**src/rtl/acc_unit.sv**
```systemverilog
// Accumulator/E-register stage around the combinational ALU: holds AC, DR and E and
// runs a three-state accept/execute/write-back sequence with a valid/ready handshake.
module acc_unit #(
  parameter int unsigned WIDTH  = 16,
  parameter int unsigned CODE_W = 4
) (
  input  logic              clk,
  input  logic              rst,
  input  logic [WIDTH-1:0]  bus_in,
  input  logic              dr_ld,
  input  logic              op_valid,
  input  logic [CODE_W-1:0] op_code,
  output logic              op_ready,
  output logic [WIDTH-1:0]  alu_ac,
  output logic [WIDTH-1:0]  alu_dr,
  output logic [CODE_W-1:0] alu_code,
  output logic              alu_ei,
  input  logic [WIDTH-1:0]  alu_dataout,
  input  logic              alu_eo,
  output logic [WIDTH-1:0]  ac_out,
  output logic [WIDTH-1:0]  dr_out,
  output logic              e_out,
  output logic              busy,
  output logic              done,
  output logic              ac_zero,
  output logic              ac_neg
);

  typedef enum logic [1:0] {StIdle, StExec, StWb} state_e;

  state_e             state_q, state_d;
  logic [WIDTH-1:0]   ac_q, ac_d;
  logic [WIDTH-1:0]   dr_q, dr_d;
  logic               e_q, e_d;
  logic [CODE_W-1:0]  code_q, code_d;
  logic [WIDTH-1:0]   res_q, res_d;
  logic               reo_q, reo_d;
  logic               done_q, done_d;

  always_comb begin
    state_d = state_q;
    ac_d    = ac_q;
    dr_d    = dr_q;
    e_d     = e_q;
    code_d  = code_q;
    res_d   = res_q;
    reo_d   = reo_q;
    done_d  = 1'b0;
    unique case (state_q)
      StIdle: begin
        // A same-cycle load and accept both land, so EXEC sees the new DR.
        if (dr_ld) dr_d = bus_in;
        if (op_valid) begin
          code_d  = op_code;
          state_d = StExec;
        end
      end
      StExec: begin
        res_d   = alu_dataout;
        reo_d   = alu_eo;
        state_d = StWb;
      end
      StWb: begin
        ac_d    = res_q;
        e_d     = reo_q;
        done_d  = 1'b1;
        state_d = StIdle;
      end
      default: state_d = StIdle;
    endcase
  end

  always_ff @(posedge clk) begin
    if (rst) begin
      state_q <= StIdle;
      ac_q    <= '0;
      dr_q    <= '0;
      e_q     <= 1'b0;
      code_q  <= '0;
      res_q   <= '0;
      reo_q   <= 1'b0;
      done_q  <= 1'b0;
    end else begin
      state_q <= state_d;
      ac_q    <= ac_d;
      dr_q    <= dr_d;
      e_q     <= e_d;
      code_q  <= code_d;
      res_q   <= res_d;
      reo_q   <= reo_d;
      done_q  <= done_d;
    end
  end

  assign op_ready = (state_q == StIdle);
  assign busy     = (state_q != StIdle);
  assign done     = done_q;
  assign alu_ac   = ac_q;
  assign alu_dr   = dr_q;
  assign alu_code = code_q;
  assign alu_ei   = e_q;
  assign ac_out   = ac_q;
  assign dr_out   = dr_q;
  assign e_out    = e_q;
  assign ac_zero  = (ac_q == '0);
  assign ac_neg   = ac_q[WIDTH-1];

endmodule

```
**config.mk**
```make
export PLATFORM = sky130hd
export DESIGN_NAME = acc_unit
export DESIGN_NICKNAME = d
export VERILOG_FILES = /design/src/rtl/acc_unit.sv
export SDC_FILE = /design/constraint.sdc
export NUM_CORES = 1
export LEC_CHECK = 0
export CORE_AREA = 2 2 100 102
export CTS_CLUSTER_SIZE = 16
export DETAILED_ROUTE_END_ITERATION = 10
export DIE_AREA = 0 0 102 104
export GPL_TIMING_DRIVEN = 0
export PLACE_DENSITY = 0.59
export SYNTH_ARGS = -nofsm -noshare
export SYNTH_HDL_FRONTEND = slang
export SYNTH_SLANG_ARGS = --single-unit
```
**constraint.sdc**
```tcl
create_clock -name clk -period 1.3 [get_ports clk]
set_clock_uncertainty 0.05 [all_clocks]
set_input_delay 0.195 -clock clk [delete_from_list [all_inputs] [get_ports clk]]
set_output_delay 0.195 -clock clk [all_outputs]
set_load 0.01 [all_outputs]
```
Yosys cells after proc, flatten, opt, wreduce, memory -nomap -nowiden
Index checks and enable logic that the tools add are counted.

cells by class
  equality and inequality tests = 3
  multiplexer cells = 3
  reduce and logical (&&, ||, !) cells = 5

operator list
  operator              count
  $logic_not A16 Y1     1
  $pmux W2 S2           1
  $reduce_and A2 Y1     2
  $eq A2 B1 Y1 const B  1
  $eq A2 B2 Y1 const B  1
  $logic_not A2 Y1      1
  $mux W2               1
  $ne A2 B2 Y1 const B  1
  $reduce_bool A2 Y1    1
  $mux W1               1

storage, ports and cells
  register bits = 57
  bits of input ports = 41
  output and inout port bits = 75
  word-level logic and storage cells = 19

Longest topological paths before layout
Gate-level depths: netlist of the first run.

  word-level depth = 2
  gate-level depth with buffers = 6
  mapped depth without buffers = 3

Worst setup path after synthesis of the first run
OpenSTA, ideal clock, no wires.

  path kind = register to register
  start point = register state_q[0]
  end point = register dr_q[10] (netlist: alu_dr[10])
  library setup time = 0.132 ns
  data arrival time = 1.152 ns
  data required time = 1.118 ns
  setup slack = -0.034 ns
  cell stages (with the launch flop) = 7
  buffers on the path = 3
  period minus slack after synthesis = 1.334 ns
  cells stage by stage = dfxtp_1 > buf_6 > or3b_1 > buf_6 > buf_8 > nand2_1 > a21oi_1

between the ends
  cells in the longest elaborated chain, start to end = 2

RTL lines
  item                                RTL line  source
  start: declaration                  31        state_e state_q, state_d;
  start signal: assignment            75        state_q <= StIdle;
  start signal: assignment            84        state_q <= state_d;
  $logic_not A2 Y1                    49        unique case (state_q)
  $reduce_and A2 Y1 (no source line)  --
  end signal: assignment              86        dr_q <= dr_d;
  end: declaration                    33        logic [WIDTH-1:0] dr_q, dr_d;

No other way between the ends.
A chain may end at the register's enable or synchronous reset.

Worst setup path in the final report of the first run
  start point = register ac_q[6] (netlist: ac_out[6])
  end point = output ac_zero

between the ends
  cells in the longest elaborated chain, start to end = 1

RTL lines
  item                      RTL line  source
  start: declaration        32        logic [WIDTH-1:0] ac_q, ac_d;
  start signal: assignment  76        ac_q <= '0;
  start signal: assignment  85        ac_q <= ac_d;
  $logic_not A16 Y1         105       assign ac_zero = (ac_q == '0);
  end: declaration          25        output logic ac_zero,

No other way between the ends.

==> impl_metrics.env, run 1 <==
export IMPL_design_core_area_mm2=0.00955
export IMPL_number_of_vias_after_detailed_routing=2303
export IMPL_timing_critical_path_from_type="flop"
export IMPL_maxSlewHeadroom_pct=50.6
export IMPL_tritoncts_clock_tree="yes"
export IMPL_netlist_area_mm2=0.00232
export IMPL_tightest_slew_ns=0.741
export IMPL_max_freq_mhz=630
export IMPL_num_io_pins=116
export IMPL_cts_buffers=9
export IMPL_grt_setup_unrepaired="true"
export IMPL_final_instance_count_excl_fill=565
export IMPL_layout_cell_area_excl_fill_mm2=0.00426
export IMPL_cp_data_required_time_ns=1.05
export IMPL_placement_rows=36
export IMPL_synth_most_common_cell="sky130_fd_sc_hd__nand2_1"
export IMPL_drt_vias_per_instance=4.08
export IMPL_floorplan_die_width_um=102
export IMPL_antenna_found_initial=0
export IMPL_place_detailed_hpwl_um=4880
export IMPL_ys_seq_area_share_pct=49.2
export IMPL_timing_max_cap_violations=0
export IMPL_port_buffers=114
export IMPL_grt_first_pass_wirelength_um=10900
export IMPL_yosys_most_used_dff="sky130_fd_sc_hd__dfxtp_1"
export IMPL_nature_of_the_critical_path_endpoint="output pin"
export IMPL_cts_htree_levels=3
export IMPL_post_synth_cell_area_avg_um2=8.14
export IMPL_pre_cts_slack_ns=-0.497
export IMPL_drt_pre_antenna_iters=4
export IMPL_synth_fp_nets=326
export IMPL_report_final_hold_viol_count=0
export IMPL_min_path_type="primary input to flop"
export IMPL_place_congestion=0.752
export IMPL_max_slew_violation_count=0
export IMPL_grt_util_all_layers_pct=13.3
export IMPL_dieArea_mm2=0.0106
export IMPL_area_growth_syn_to_layout_pct=83.8
export IMPL_detailed_place_area_mm2=0.00363
export IMPL_num_fill_cells=980
export IMPL_postRouteWirelength_um=7110
export IMPL_die_h_um=104
export IMPL_post_synth_main_area_contributors="sky130_fd_sc_hd__dfxtp_1, sky130_fd_sc_hd__nand2_1, sky130_fd_sc_hd__buf_4"
export IMPL_ir_drop_uv=544
export IMPL_yosys_warnings=0
export IMPL_outcome="finished, violations left"
export IMPL_final_period_minus_worst_setup_slack_ns=1.59
export IMPL_start_util_pct=24.3
export IMPL_timing_worst_setup_path_type="flop to output pin"
export IMPL_failed_checks="setup timing"
export IMPL_cts_sinks=57
export IMPL_grt_start_max_net_pins=19
export IMPL_first_drt_iteration_drcs=31
export IMPL_asyncSetResetFlopFracSynth_pct=0
export IMPL_synth_edf_count=0
export IMPL_total_leakage_power_uw=0.00192
export IMPL_final_antenna_net_count=0
export IMPL_number_of_nets_in_the_finished_design=468
export IMPL_globalRouteOverflowTotal=0
export IMPL_cp_max_fo=4
export IMPL_synth_largest_area_cell="sky130_fd_sc_hd__dfxtp_1"
export IMPL_crit_arrival_ns=1.34
export IMPL_fin_tns_setup_ns=-0.586
export IMPL_p_total_uw=4240
export IMPL_synth_seq_cells=57
export IMPL_netlist_cell_type_count=19
export IMPL_synth_largest_type_area_fraction_pct=49.2
export IMPL_place_detailed_instances=532
export IMPL_cts_root_buffer="sky130_fd_sc_hd__clkbuf_8"
export IMPL_synth_cells_most_frequent="sky130_fd_sc_hd__nand2_1, sky130_fd_sc_hd__dfxtp_1, sky130_fd_sc_hd__a21oi_1, sky130_fd_sc_hd__buf_4, sky130_fd_sc_hd__buf_2"
export IMPL_clk_pin_slew_worst_paths_ns=0.07
export IMPL_worst_skew_pair_late_latency_ns=0.33
export IMPL_final_layout_size_suffix_gt1_share_pct=45.1
export IMPL_power_density_mw_per_mm2=994
export IMPL_clk_path_buf_depth=2
export IMPL_routedWlPerCell_um=12.6
export IMPL_grt_pass1_vias=2249
export IMPL_post_synth_inst_count=285
export IMPL_final_period_utilization_pct=122
export IMPL_setup_viol_count_final=19
export IMPL_drc=0
export IMPL_final_critical_path_setup_slack_ns=-0.286
export IMPL_diodes_inserted=0
==> power breakdown <==
part	internal [µW]	leakage, µW	switching (µW)
logic	398	0.00133	301
clock network	990	0.000103	698
registers	1790	0.000488	65.0
==> registers in the layout, indices dropped and copies added (netlist names) <==
name and count:
ac_out 16, alu_dr 16, res_q 16, alu_code 4, state_q 2, alu_ei 1, done 1, reo_q 1
==> placed cells by master, fill, tap and decap left out, drive strengths merged, types with 4 or more instances in the layout <==
cell	count
nand2	100
buf	91
dfxtp	57
a21oi	50
clkdlybuf4s50	39
clkbuf	32
dlygate4sd2	29
nor2	7
clkdlybuf4s15	5
mux2i	4
nor4	4
==> final timing paths <==
check / depth (start not counted) / startpoint / slack (ns) / end
setup / recovery: 3 / ac_out[6] / -0.29 / ac_zero
hold / removal: 2 / rst / 0.23 / done
setup reg to reg: 4 / state_q[0] / -0.03 / alu_dr[7]
hold reg to reg: 2 / res_q[5] / 0.40 / ac_out[5]
==> worst max-delay path, stage by stage, from the launching register on <==
cell                      delay, ns
sky130_fd_sc_hd__dfxtp_4       0.36
sky130_fd_sc_hd__nor4_4        0.28
sky130_fd_sc_hd__and4_1        0.23
sky130_fd_sc_hd__buf_2         0.14
==> cell type report <==
type | count | area (µm²) | share of cell area (%)
clock inverter | 4 | 51.3 | 1.20
sequential | 57 | 1250 | 29.3
inverter | 1 | 3.75 | 0.0881
clock buffer | 12 | 155 | 3.64
timing repair buffer | 139 | 1250 | 29.3
tap | 133 | 166 | 3.90
buffer | 45 | 349 | 8.19
multi-input combinational | 174 | 1040 | 24.4
==> per-stage QoR <==
step	utilization, %	hold WS (ns)
floorplan	-	0.281
global placement	38.0	0.389
detailed placement	38.0	0.393
CTS	42.8	0.214
global route	44.6	0.223
finish	44.6	0.227
==> logic make-up (layout without fill, tap and decap cells) <==
group,Yosys count,after routing,synth area share [%]
buffers and inverters,54,201,16.1
AOI/OAI and AO/OA,50,50,10.8
muxes,4,4,1.73
and+or+nand+nor,120,120,22.2
DFF,57,57,49.2
==> metal layers <==
layer  track usage (%)  vias up  routed length [µm]
met1              15.8     1038                3070
li1                  -     1168                   -
met2              21.8       87                3430
met3              3.83       10                 497
met5                 0        -                   0
met4              6.00        0                 109
==> repair_timing <==
action                                 CTS  global route
hold buffers                             0             0
buffers inserted                        10            14
pin swaps                               32            11
gates resized for setup                227           111
cloned                                   1             1
setup endpoints to repair              105            66
endpoints found under the hold margin    0             0
(Power assumes the default switching activity.)
==> inputs of run 2 (changes only) <==
Settings changed: CTS_CLUSTER_DIAMETER from default to 60.
==> results of run 2 <==
Final layout, timing and power as in run 1 (identical DEF).
==> inputs of run 3 (changes only) <==
--- a/config.mk
+++ b/config.mk
@@ -14,2 +14,3 @@
 export PLACE_DENSITY = 0.59
+export SLEW_MARGIN = 5
 export SYNTH_ARGS = -nofsm -noshare
--- a/constraint.sdc
+++ b/constraint.sdc
@@ -4,2 +4,2 @@
 set_output_delay 0.195 -clock clk [all_outputs]
-set_load 0.01 [all_outputs]
+set_load 0.1 [all_outputs]
==> impl_metrics.env, run 3 (same netlist as run 1, synthesis figures left out) <==
export IMPL_postRouteWirelength_um=7520
export IMPL_report_final_hold_viol_count=0
export IMPL_die_h_um=104
export IMPL_crit_path_cell_trace="nor4_4, and4_4, buf_12"
export IMPL_cp_top_family="simple AND/OR/NAND/NOR gates"
export IMPL_grt_util_all_layers_pct=12.7
export IMPL_clk_pin_slew_worst_paths_ns=0.07
export IMPL_routedWlPerCell_um=13.3
export IMPL_cts_root_buffer="sky130_fd_sc_hd__clkbuf_8"
export IMPL_grt_setup_unrepaired="true"
export IMPL_failed_checks="setup timing"
export IMPL_dieArea_mm2=0.0106
export IMPL_final_antenna_net_count=0
export IMPL_area_growth_syn_to_layout_pct=108
export IMPL_final_core_utilization_pct=50.5
export IMPL_drc=0
export IMPL_tightest_slew_ns=0.786
export IMPL_power_density_mw_per_mm2=985
export IMPL_timing_max_cap_violations=0
export IMPL_start_util_pct=24.3
export IMPL_cts_htree_levels=3
export IMPL_total_leakage_power_uw=0.00220
export IMPL_globalRouteOverflowTotal=0
export IMPL_final_period_minus_worst_setup_slack_ns=1.68
export IMPL_antenna_found_initial=0
export IMPL_cp_max_fo=3
export IMPL_detailed_place_area_mm2=0.00374
export IMPL_placement_rows=36
export IMPL_crit_buf_inv=1
export IMPL_cts_buffers=9
export IMPL_final_layout_size_suffix_gt1_share_pct=71.2
export IMPL_number_of_vias_after_detailed_routing=2334
export IMPL_setup_viol_count_final=41
export IMPL_design_core_area_mm2=0.00955
export IMPL_timing_worst_setup_path_type="flop to output pin"
export IMPL_cts_sinks=57
export IMPL_cp_data_required_time_ns=1.05
export IMPL_max_slew_violation_count=0
export IMPL_most_common_layout_cells="sky130_fd_sc_hd__buf_4, sky130_fd_sc_hd__a21oi_2, sky130_fd_sc_hd__nand2_1, sky130_fd_sc_hd__clkdlybuf4s50_1, sky130_fd_sc_hd__nand2_4"
export IMPL_diodes_inserted=0
export IMPL_fin_worst_hold_slack_ns=0.250
export IMPL_drt_pre_antenna_iters=4
export IMPL_timing_critical_path_from_type="flop"
export IMPL_worst_skew_pair_late_latency_ns=0.34
export IMPL_slowest_delay_ns=0.35
export IMPL_drt_vias_per_instance=4.14
export IMPL_clk_path_buf_depth=2
export IMPL_num_fill_cells=910
export IMPL_pre_cts_slack_ns=-1.16
export IMPL_number_of_nets_in_the_finished_design=467
export IMPL_p_total_uw=4750
export IMPL_floorplan_die_width_um=102
export IMPL_nature_of_the_critical_path_endpoint="output pin"
export IMPL_final_period_utilization_pct=129
export IMPL_tritoncts_clock_tree="yes"
export IMPL_min_path_type="primary input to flop"
export IMPL_port_buffers=114
export IMPL_final_critical_path_setup_slack_ns=-0.381
export IMPL_layout_cell_area_excl_fill_mm2=0.00482
export IMPL_maxSlewHeadroom_pct=47.6
export IMPL_grt_pass1_vias=2183
export IMPL_layout_cells_most_common="sky130_fd_sc_hd__buf_4"
export IMPL_hold_buf_count_cts=0
export IMPL_grt_first_pass_wirelength_um=10500
export IMPL_slowest_stage="sky130_fd_sc_hd__dfxtp_4"
export IMPL_place_detailed_hpwl_um=4880
export IMPL_crit_arrival_ns=1.44
export IMPL_place_congestion=0.726
export IMPL_num_io_pins=116
export IMPL_max_freq_mhz=595
export IMPL_outcome="finished, violations left"
export IMPL_grt_start_max_net_pins=12
export IMPL_first_drt_iteration_drcs=32
export IMPL_ir_drop_uv=479
## run 3: cell types whose count changed in the layout (fill, tap and decap cells not counted), moves of 14 or more
cell,before,now
sky130_fd_sc_hd__buf_4,52,75
sky130_fd_sc_hd__clkbuf_2,14,0
sky130_fd_sc_hd__nand2_4,15,36
sky130_fd_sc_hd__a21oi_1,33,2
sky130_fd_sc_hd__nand2_2,1,25
sky130_fd_sc_hd__dlygate4sd2_1,29,0
sky130_fd_sc_hd__a21oi_2,17,48
sky130_fd_sc_hd__buf_8,1,15
sky130_fd_sc_hd__nand2_1,84,39
## run 3: power breakdown
part	total [µW]	leakage (µW)	switching, µW	internal [µW]
clock	1370	0.0000858	694	679
sequential	1870	0.000485	69.4	1800
combinational	1510	0.00163	972	537
## run 3: worst paths after layout
path / startpoint / end / slack, ns / cells after the start
max: ac_out[12] / ac_zero / -0.38 / 3
max reg2reg: state_q[1] / alu_code[1] / -0.08 / 5
min reg2reg: res_q[15] / ac_out[15] / 0.41 / 2
min: rst / done / 0.25 / 2
## run 3: area by class of cell
cell class,instances,area [µm²],area share (%)
sequential,57,1220,25.4
multi-input combinational,174,1390,28.7
tap,133,166,3.45
clock inverter,6,36.3,0.752
buffer,49,400,8.30
clock buffer,10,128,2.65
timing repair buffer,134,1480,30.7
inverter,1,3.75,0.0778
## run 3: timing repair
item,4_1_cts,5_1_grt
setup endpoints to repair,106,67
gates cloned,3,1
resized for setup,544,164
pin swaps,13,80
setup buffers,14,3
## run 3: metal layers
layer,GRT usage (%),wire length [µm],up-vias
met1,14.3,2820,1079
met4,5.90,152,0
li1,-,-,1162
met5,0,0,-
met3,3.16,490,14
met2,22.0,4060,79
## run 3: metrics by stage
step,TNS [ns],cells
floorplan,-1.19,285
global placement,-40.07,532
detailed placement,-41.11,532
CTS,-5.63,565
global route,-4.34,564
finish,-1.87,564
